$ cat config.mk
export PLATFORM = sky130hd
export DESIGN_NAME = vid2strm
export DESIGN_NICKNAME = d
export VERILOG_FILES = /design/src/rtl/vid2strm.sv
export SDC_FILE = /design/constraint.sdc
export NUM_CORES = 1
export LEC_CHECK = 0
export BUFFER_PORTS_ARGS = -buffer_cell sky130_fd_sc_hd__clkbuf_2
export CELL_PAD_IN_SITES_DETAIL_PLACEMENT = 1
export CELL_PAD_IN_SITES_GLOBAL_PLACEMENT = 1
export CORE_MARGIN = 1.5
export CORE_UTILIZATION = 40
export DETAILED_ROUTE_END_ITERATION = 12
export PLACE_DENSITY_LB_ADDON = 0.1
export SLEW_MARGIN = 20
export SYNTH_ARGS = -nofsm -noshare
export SYNTH_HDL_FRONTEND = slang
export SYNTH_SLANG_ARGS = --single-unit
$ cat constraint.sdc
create_clock -name clk -period 3.4 [get_ports clk]
set_input_delay 0.34 -clock clk [delete_from_list [all_inputs] [get_ports clk]]
set_output_delay 0.34 -clock clk [all_outputs]
set_load 0.05 [all_outputs]
$ cat src/rtl/vid2strm.sv
// vid2strm: converts the raw video bus from the timing/pattern generator into a
// valid/ready pixel stream with start-of-frame (m_tuser) and end-of-line (m_tlast).
// A one-pixel hold stage delays each pixel until the following cycle shows
// whether it ends the line. A first-word-fall-through FIFO then absorbs
// consumer stalls. When the FIFO overflows, the rest of the frame is dropped
// and the block resynchronises on the next vs rising edge.
//
// Ports:
//   clk, rst_n          clock, asynchronous active-low reset
//   hs                  horizontal sync (monitoring only, not used for framing)
//   vs                  vertical sync, rising edge starts a frame
//   vld, rgb            active-pixel qualifier and pixel data (3*PW bits)
//   m_tdata/m_tvalid/m_tready/m_tuser/m_tlast   output pixel stream
//   ovf, ovf_clr        sticky overflow flag and its clear
//   frame_cnt           number of vs rising edges seen (wraps)
//
// Optional feature, macro VID2STRM_LINE_CHECK_EN:
//   line_len            pixel count of the first complete line after each frame start
//   line_err            sticky; set by any later line whose length differs (cleared by ovf_clr)

module vid2strm #(
  parameter int unsigned PW         = 8,
  parameter int unsigned DEPTH_LOG2 = 4
) (
  input  logic              clk,
  input  logic              rst_n,
  input  logic              hs,
  input  logic              vs,
  input  logic              vld,
  input  logic [3*PW-1:0]   rgb,
  output logic [3*PW-1:0]   m_tdata,
  output logic              m_tvalid,
  input  logic              m_tready,
  output logic              m_tuser,
  output logic              m_tlast,
  output logic              ovf,
  input  logic              ovf_clr,
  output logic [15:0]       frame_cnt
`ifdef VID2STRM_LINE_CHECK_EN
  ,
  output logic              line_err,
  output logic [15:0]       line_len
`endif
);

  localparam int unsigned DW    = 3 * PW;
  localparam int unsigned EW    = DW + 2;          // {sof, eol, pixel}
  localparam int unsigned DEPTH = 1 << DEPTH_LOG2;
  localparam int unsigned CW    = DEPTH_LOG2 + 1;

  logic                  vsD;
  logic                  sofPending;
  logic                  drop;
  logic                  holdVld;
  logic                  holdSof;
  logic [DW-1:0]         holdPix;
  logic [EW-1:0]         mem [DEPTH];
  logic [DEPTH_LOG2-1:0] wrPtr;
  logic [DEPTH_LOG2-1:0] rdPtr;
  logic [CW-1:0]         count;

  logic                  sofEvt;
  logic                  capture;
  logic                  pushReq;
  logic                  pop;
  logic                  full;
  logic                  pushOk;
  logic                  ovfEvt;
  logic [EW-1:0]         pushEntry;
  logic [EW-1:0]         headEntry;

  // hs is carried for monitoring only; tie it off explicitly.
  logic                  unusedHs;
  assign unusedHs = hs;

  // Capture/push decisions for the current cycle.
  always_comb begin
    sofEvt    = vs & ~vsD;
    capture   = vld & ~drop;
    // Held pixel leaves when a newer pixel replaces it or when vld falls (end of line).
    pushReq   = holdVld & (capture | ~vld);
    pushEntry = {holdSof, ~vld, holdPix};
    pop       = (count != '0) & m_tready;
    full      = (count == CW'(DEPTH));
    pushOk    = pushReq & (~full | pop);
    ovfEvt    = pushReq & full & ~pop;
  end

  // Framing, hold stage, FIFO pointers and status flags.
  always_ff @(posedge clk or negedge rst_n) begin
    if (!rst_n) begin
      vsD        <= 1'b0;
      frame_cnt  <= 16'd0;
      sofPending <= 1'b0;
      drop       <= 1'b0;
      holdVld    <= 1'b0;
      holdSof    <= 1'b0;
      holdPix    <= '0;
      wrPtr      <= '0;
      rdPtr      <= '0;
      count      <= '0;
      ovf        <= 1'b0;
    end else begin
      vsD <= vs;

      if (sofEvt) frame_cnt <= frame_cnt + 16'd1;

      if (capture) sofPending <= 1'b0;
      if (sofEvt)  sofPending <= 1'b1;

      // A frame start always re-arms capture, even if it coincides with an overflow.
      if (ovfEvt) drop <= 1'b1;
      if (sofEvt) drop <= 1'b0;

      if (ovfEvt) begin
        holdVld <= 1'b0;
      end else if (capture) begin
        holdVld <= 1'b1;
        holdSof <= sofPending;
        holdPix <= rgb;
      end else if (pushReq) begin
        holdVld <= 1'b0;
      end

      if (pushOk) wrPtr <= wrPtr + DEPTH_LOG2'(1);
      if (pop)    rdPtr <= rdPtr + DEPTH_LOG2'(1);

      case ({pushOk, pop})
        2'b10:   count <= count + CW'(1);
        2'b01:   count <= count - CW'(1);
        default: count <= count;
      endcase

      if (ovfEvt)       ovf <= 1'b1;
      else if (ovf_clr) ovf <= 1'b0;
    end
  end

  // FIFO storage; contents are only observed when count is non-zero.
  always_ff @(posedge clk) begin
    if (pushOk) mem[wrPtr] <= pushEntry;
  end

  // First-word-fall-through head, forced to zero while empty.
  assign headEntry = mem[rdPtr];
  assign m_tvalid  = (count != '0);
  assign m_tdata   = m_tvalid ? headEntry[DW-1:0] : '0;
  assign m_tlast   = m_tvalid & headEntry[DW];
  assign m_tuser   = m_tvalid & headEntry[DW+1];

`ifdef VID2STRM_LINE_CHECK_EN
  logic [15:0] lineCnt;
  logic [15:0] lineTotal;
  logic        firstLine;
  logic        lineEnd;
  logic        lineMismatch;

  // Line length bookkeeping on pixels that actually enter the FIFO.
  always_comb begin
    lineTotal    = lineCnt + 16'd1;
    lineEnd      = pushOk & pushEntry[DW];
    lineMismatch = lineEnd & ~firstLine & (lineTotal != line_len);
  end

  always_ff @(posedge clk or negedge rst_n) begin
    if (!rst_n) begin
      lineCnt   <= 16'd0;
      firstLine <= 1'b1;
      line_len  <= 16'd0;
      line_err  <= 1'b0;
    end else begin
      if (pushOk) begin
        if (lineEnd) begin
          lineCnt <= 16'd0;
          if (firstLine) begin
            line_len  <= lineTotal;
            firstLine <= 1'b0;
          end
        end else begin
          lineCnt <= lineTotal;
        end
      end
      // A line cut short by an overflow never reaches its end and is not checked.
      if (ovfEvt) lineCnt <= 16'd0;
      if (sofEvt) begin
        lineCnt   <= 16'd0;
        firstLine <= 1'b1;
      end

      if (lineMismatch) line_err <= 1'b1;
      else if (ovf_clr) line_err <= 1'b0;
    end
  end
`endif

endmodule

Yosys cells after proc, flatten, opt, wreduce, memory -nomap -nowiden. Memory sizes are Yosys's and may differ from the RTL's. Cells that the tools add are included.

Multiplexer cells: 13. Reductions and logical operators: 7. Add/subtract/negate cells: 5. Eq/ne operators: 3. Bitwise gates (word level): 17.

Operator list (number): 2-to-1 mux 24 bit (1); adder 16 x 1 -> 16 bit, second input constant (1); 2-to-1 mux 1 bit (11); one-hot mux 5 bit (2 select lines) (1); AND 1 bit (9); adder 4 x 1 -> 4 bit, second input constant (2); nonzero test 2 bit (4); NOT 1 bit (6); adder 5 x 1 -> 5 bit, second input constant (1); == test 5 bit, second input constant (1); nonzero test 5 bit (1); subtractor 5 x 1 -> 5 bit, second input constant (1); nonzero test 3 bit (1); == test 2 x 1 -> 1 bit, second input constant (1); == test 2 bit, second input constant (1); bitwise OR 1 bit (2); AND reduction 2 bit (1).

Input port bits: 31. Memories kept: 1. Register bits: 59. Bits in writable memories: 416. Output and inout port bits: 44. Logic and storage cells: 57.

Memories: mem (words 16, bits a word 26, read ports 1, clocked after memory_dff 0, wr ports 1, RTL line 57) `logic [EW-1:0] mem [DEPTH];`.

Longest topological paths before layout.
Depth in word-level cells: 8. Gate-level depth with buffers: 8. Gate-level depth less buffers: 7.

Least setup slack after synthesis. Ideal clock, no wire load.

Path kind: reg-to-output. Start point: reg rdPtr[1]. End point: out m_tdata[22]. Slack: 0.933 ns. Buffers on the path: 2. Cell stages (with the launch flop): 7. Arrival time: 2.127 ns. Required time: 3.060 ns. Cell sequence: dfrtp_1 > clkbuf_1 > clkbuf_1 > mux4_2 > mux2_2 > a22oi_1 > nand2_1.

Word-level cells in the longest chain between the ends: 2.

RTL lines: start: declaration (RTL line 59) `logic [DEPTH_LOG2-1:0] rdPtr;`; start signal: assignment (RTL line 126) `if (pop) rdPtr <= rdPtr + DEPTH_LOG2'(1);`; memory read (16 x 26 bit); 2-to-1 mux 24 bit (RTL line 147) `assign m_tdata = m_tvalid ? headEntry[DW-1:0] : '0;`; end: declaration (RTL line 31) `output logic [3*PW-1:0] m_tdata,`.

Every way passes these cells.

Final worst setup path.
Start point: reg rdPtr[1]. End point: out m_tdata[21].

The elaborated chain is that of the path after synthesis.

==> flow_metrics.env <==
export IMPL_drt_pass1_iterations=5
export IMPL_cts_tree="built"
export IMPL_dieHeight_um=217.3
export IMPL_hold_class="input pin to flip-flop"
export IMPL_diodes=0
export IMPL_clkTransAtPathRegs_ns=0.06
export IMPL_io_pins=75
export IMPL_required_ns=3.06
export IMPL_layout_drive_gt1_share_pct=31.88
export IMPL_hpwl_um=23520
export IMPL_wl_um=42030
export IMPL_cts_sinks=475
export IMPL_syn_nets=923
export IMPL_cp_max_fo=45
export IMPL_min_from="rgb[22]"
export IMPL_synth_ff_type="edfxtp_1"
export IMPL_cellPowerDensity_nw_per_um2=909.2
export IMPL_yosys_top_cells_area="edfxtp_1, mux4_2, dfrtp_1"
export IMPL_start_util_pct=40.49
export IMPL_clkLatencyLatePin_ns=0.59
export IMPL_areaGrowthSynthToFinish_pct=19.01
export IMPL_drc=0
export IMPL_grt_max_degree=60
export IMPL_status="completed"
export IMPL_cts_buffer_depth=3
export IMPL_whs_endpoint="holdPix[22]$_DFFE_PN0P_"
export IMPL_worstPathArrival_ns=2.89
export IMPL_grt_overflow=0
export IMPL_async_flop_share_pct=12.42
export IMPL_final_common_cell="edfxtp_1"
export IMPL_synthCells=885
export IMPL_cpMaxStageDelayCell="mux4_2"
export IMPL_syn_area_per_cell_um2=20.76
export IMPL_worst_slew_pin_slew_ns=0.9433
export IMPL_synth_top_cell_area_share_pct=67.99
export IMPL_reg2reg_from="drop$_DFFE_PN0P_"
export IMPL_cp_start_kind="flip-flop"
export IMPL_slew_headroom_pct=37.11
export IMPL_ant_nets=0
export IMPL_root_buffer="clkbuf_16"
export IMPL_core_area_um2=45380
export IMPL_grt_first_pass_wirelength_um=63200
export IMPL_min_path_cells=2
export IMPL_numCtsBuffers=51
export IMPL_vias=8903
export IMPL_p_sw_share_pct=33.47
export IMPL_num_rows=78
export IMPL_crit_type="flip-flop to output pin"
export IMPL_grt_pass1_vias=9569
export IMPL_die_area_um2=47230
export IMPL_synth_cell_types=45
export IMPL_htree_levels=2
export IMPL_fin_nets=1074
export IMPL_combPwrFrac_pct=30.8
export IMPL_maxCapViolCount=0
export IMPL_worstReg2RegEnd="mem[11][20]$_DFFE_PP_"
export IMPL_setup_viol=0
export IMPL_end_kind="output pin"
export IMPL_ys_ff_latch=475
export IMPL_slowest_delay_ns=0.57
export IMPL_synth_top_area_cell="edfxtp_1"
export IMPL_yosysSeqAreaShare_pct=76.02
export IMPL_tns_ns=0
export IMPL_antenna_found_initial=0
export IMPL_layout_common_cells="edfxtp_1, mux4_2, nand2_1"
export IMPL_p_seq_share_pct=40.4
export IMPL_ir_drop_mv=0.5457
export IMPL_yosysWarnings=0
export IMPL_drt_iter0_markers=521
export IMPL_dieWidth_um=217.3
export IMPL_synth_edf_count=416
export IMPL_syn_cell_area_um2=18370
export IMPL_power_switching_uw=6655
export IMPL_crit_chain="buf_12, mux4_2, mux2_2, a22oi_1, nand2_1, clkbuf_2"
export IMPL_clockPowerShare_pct=28.8
export IMPL_drv_slew=0
export IMPL_place_congestion=0.7038
export IMPL_pre_cts_slack_ns=0.6532
export IMPL_leakagePower_uw=0.007465
export IMPL_finalWorstSetupSlack_ns=0.1676
export IMPL_port_buffers=73
export IMPL_worst_path_buf_inv=2
export IMPL_crit_family="multiplexers"
export IMPL_vias_per_cell=5.312
export IMPL_routedWlPerCell_um=25.08
export IMPL_period_share_pct=95.07
export IMPL_min_period_ns=3.232
export IMPL_track_usage_pct=18.42
export IMPL_max_freq_mhz=309.4
export IMPL_reg2reg_depth=5
export IMPL_rrSetupSlack_ns=0.67
export IMPL_power_internal_uw=13230
export IMPL_hold_viol=0
export IMPL_skew_ns=0.01788
export IMPL_rsz0062_at_grt="no"
metal layers:
metal  share of wire, %  GRT usage, %  vias to the layer above
met2                 48         29.64                      170
li1                   -             -                     3889
met1                 47         26.27                     4784
met5                  0             0                        -
met3                3.5         2.739                       60
met4                1.8         5.139                        0
how the worst max path moves through the flow:
stage	slack [ns]	startpoint	depth (start not counted)	endpoint
after floorplan	0.93	rdPtr[1]$_DFFE_PN0P_	6	m_tdata[22]
after global placement	0.67	vld	6	mem[9][16]$_DFFE_PP_
after detailed placement	0.65	vld	6	mem[11][19]$_DFFE_PP_
after CTS	0.08	rdPtr[1]$_DFFE_PN0P_	6	m_tdata[21]
after global routing	0.007	rdPtr[1]$_DFFE_PN0P_	6	m_tdata[21]
final	0.17	rdPtr[1]$_DFFE_PN0P_	6	m_tdata[21]
worst register-to-register path, stage by stage, from the launching register on:
cell and delay [ns]:
dfrtp_1 0.41, a21bo_2 0.26, a21oi_1 0.56, and3b_1 0.33
and2_2 0.57, buf_4 0.30
cell usage after synthesis (7+ instances only):
library cell	count
buf_2	10
clkbuf_1	20
mux2_2	31
nand2_1	74
dfrtp_1	59
mux2_1	20
inv_1	7
ha_1	7
mux4_2	104
edfxtp_1	416
xnor2_1	20
a22oi_1	26
nor2_1	7
and2_1	12
sequential cells by signal, indices dropped and copies added (netlist names):
name and cells:
holdPix 24, drop 1, sofPending 1, wrPtr 4, holdSof 1, count 5, vsD 1, holdVld 1
mem 416, frame_cnt 16, ovf 1, rdPtr 4
logic make-up after synthesis:
logic type                 share of synthesized area (%)
AOI/OAI and AO/OA                                  1.818
xor gates and xnor gates                           1.239
adders and majority gates                         0.4767
buffers and inverters                              1.090
DFF                                                76.02
muxes                                              15.98
and+or+nand+nor                                    3.371
power by group through the flow:
| stage | clock network, uW | registers [uW] | logic, uW |
|---|---|---|---|
| 4_1_cts | 5860 | 8060 | 6260 |
| 2_1_floorplan | 0 | 7890 | 4410 |
| 5_1_grt | 6060 | 8160 | 6560 |
| 3_5_place_dp | 0 | 8180 | 6220 |
| 3_3_place_gp | 0 | 8130 | 6190 |
| 6_report | 5720 | 8030 | 6130 |
area by class of cell:
cell class                 instances  area (um^2)
timing repair buffer             136         1129
multi-input combinational        364         4264
fill                            4126        23510
clock inverter                    19        261.5
inverter                           8        30.03
sequential                       475        13980
tap                              600        750.7
clock buffer                      74         1455
through the flow:
step | hold WS, ns | cell area, um^2 | power (uW) | instances | util (%)
final | 0.02477 | 21870 | 19880 | 1676 | 48.19
after global routing | 0.02150 | 21870 | 20780 | 1676 | 48.19
after CTS | 0.001284 | 21870 | 20170 | 1676 | 48.19
after detailed placement | 0.4723 | 19900 | 14400 | 1558 | 43.85
after global placement | 0.4633 | 19900 | 14320 | 1558 | 43.85
after floorplan | 0.04441 | 18370 | 12300 | 885 | -
repair_timing:
item | 4_1_cts | 5_1_grt
endpoints found under the hold margin | 83 | 0
hold buffers | 25 | 0
buffers inserted | 0 | 0
resized for setup | 0 | 0
(Power assumes the default switching activity.)
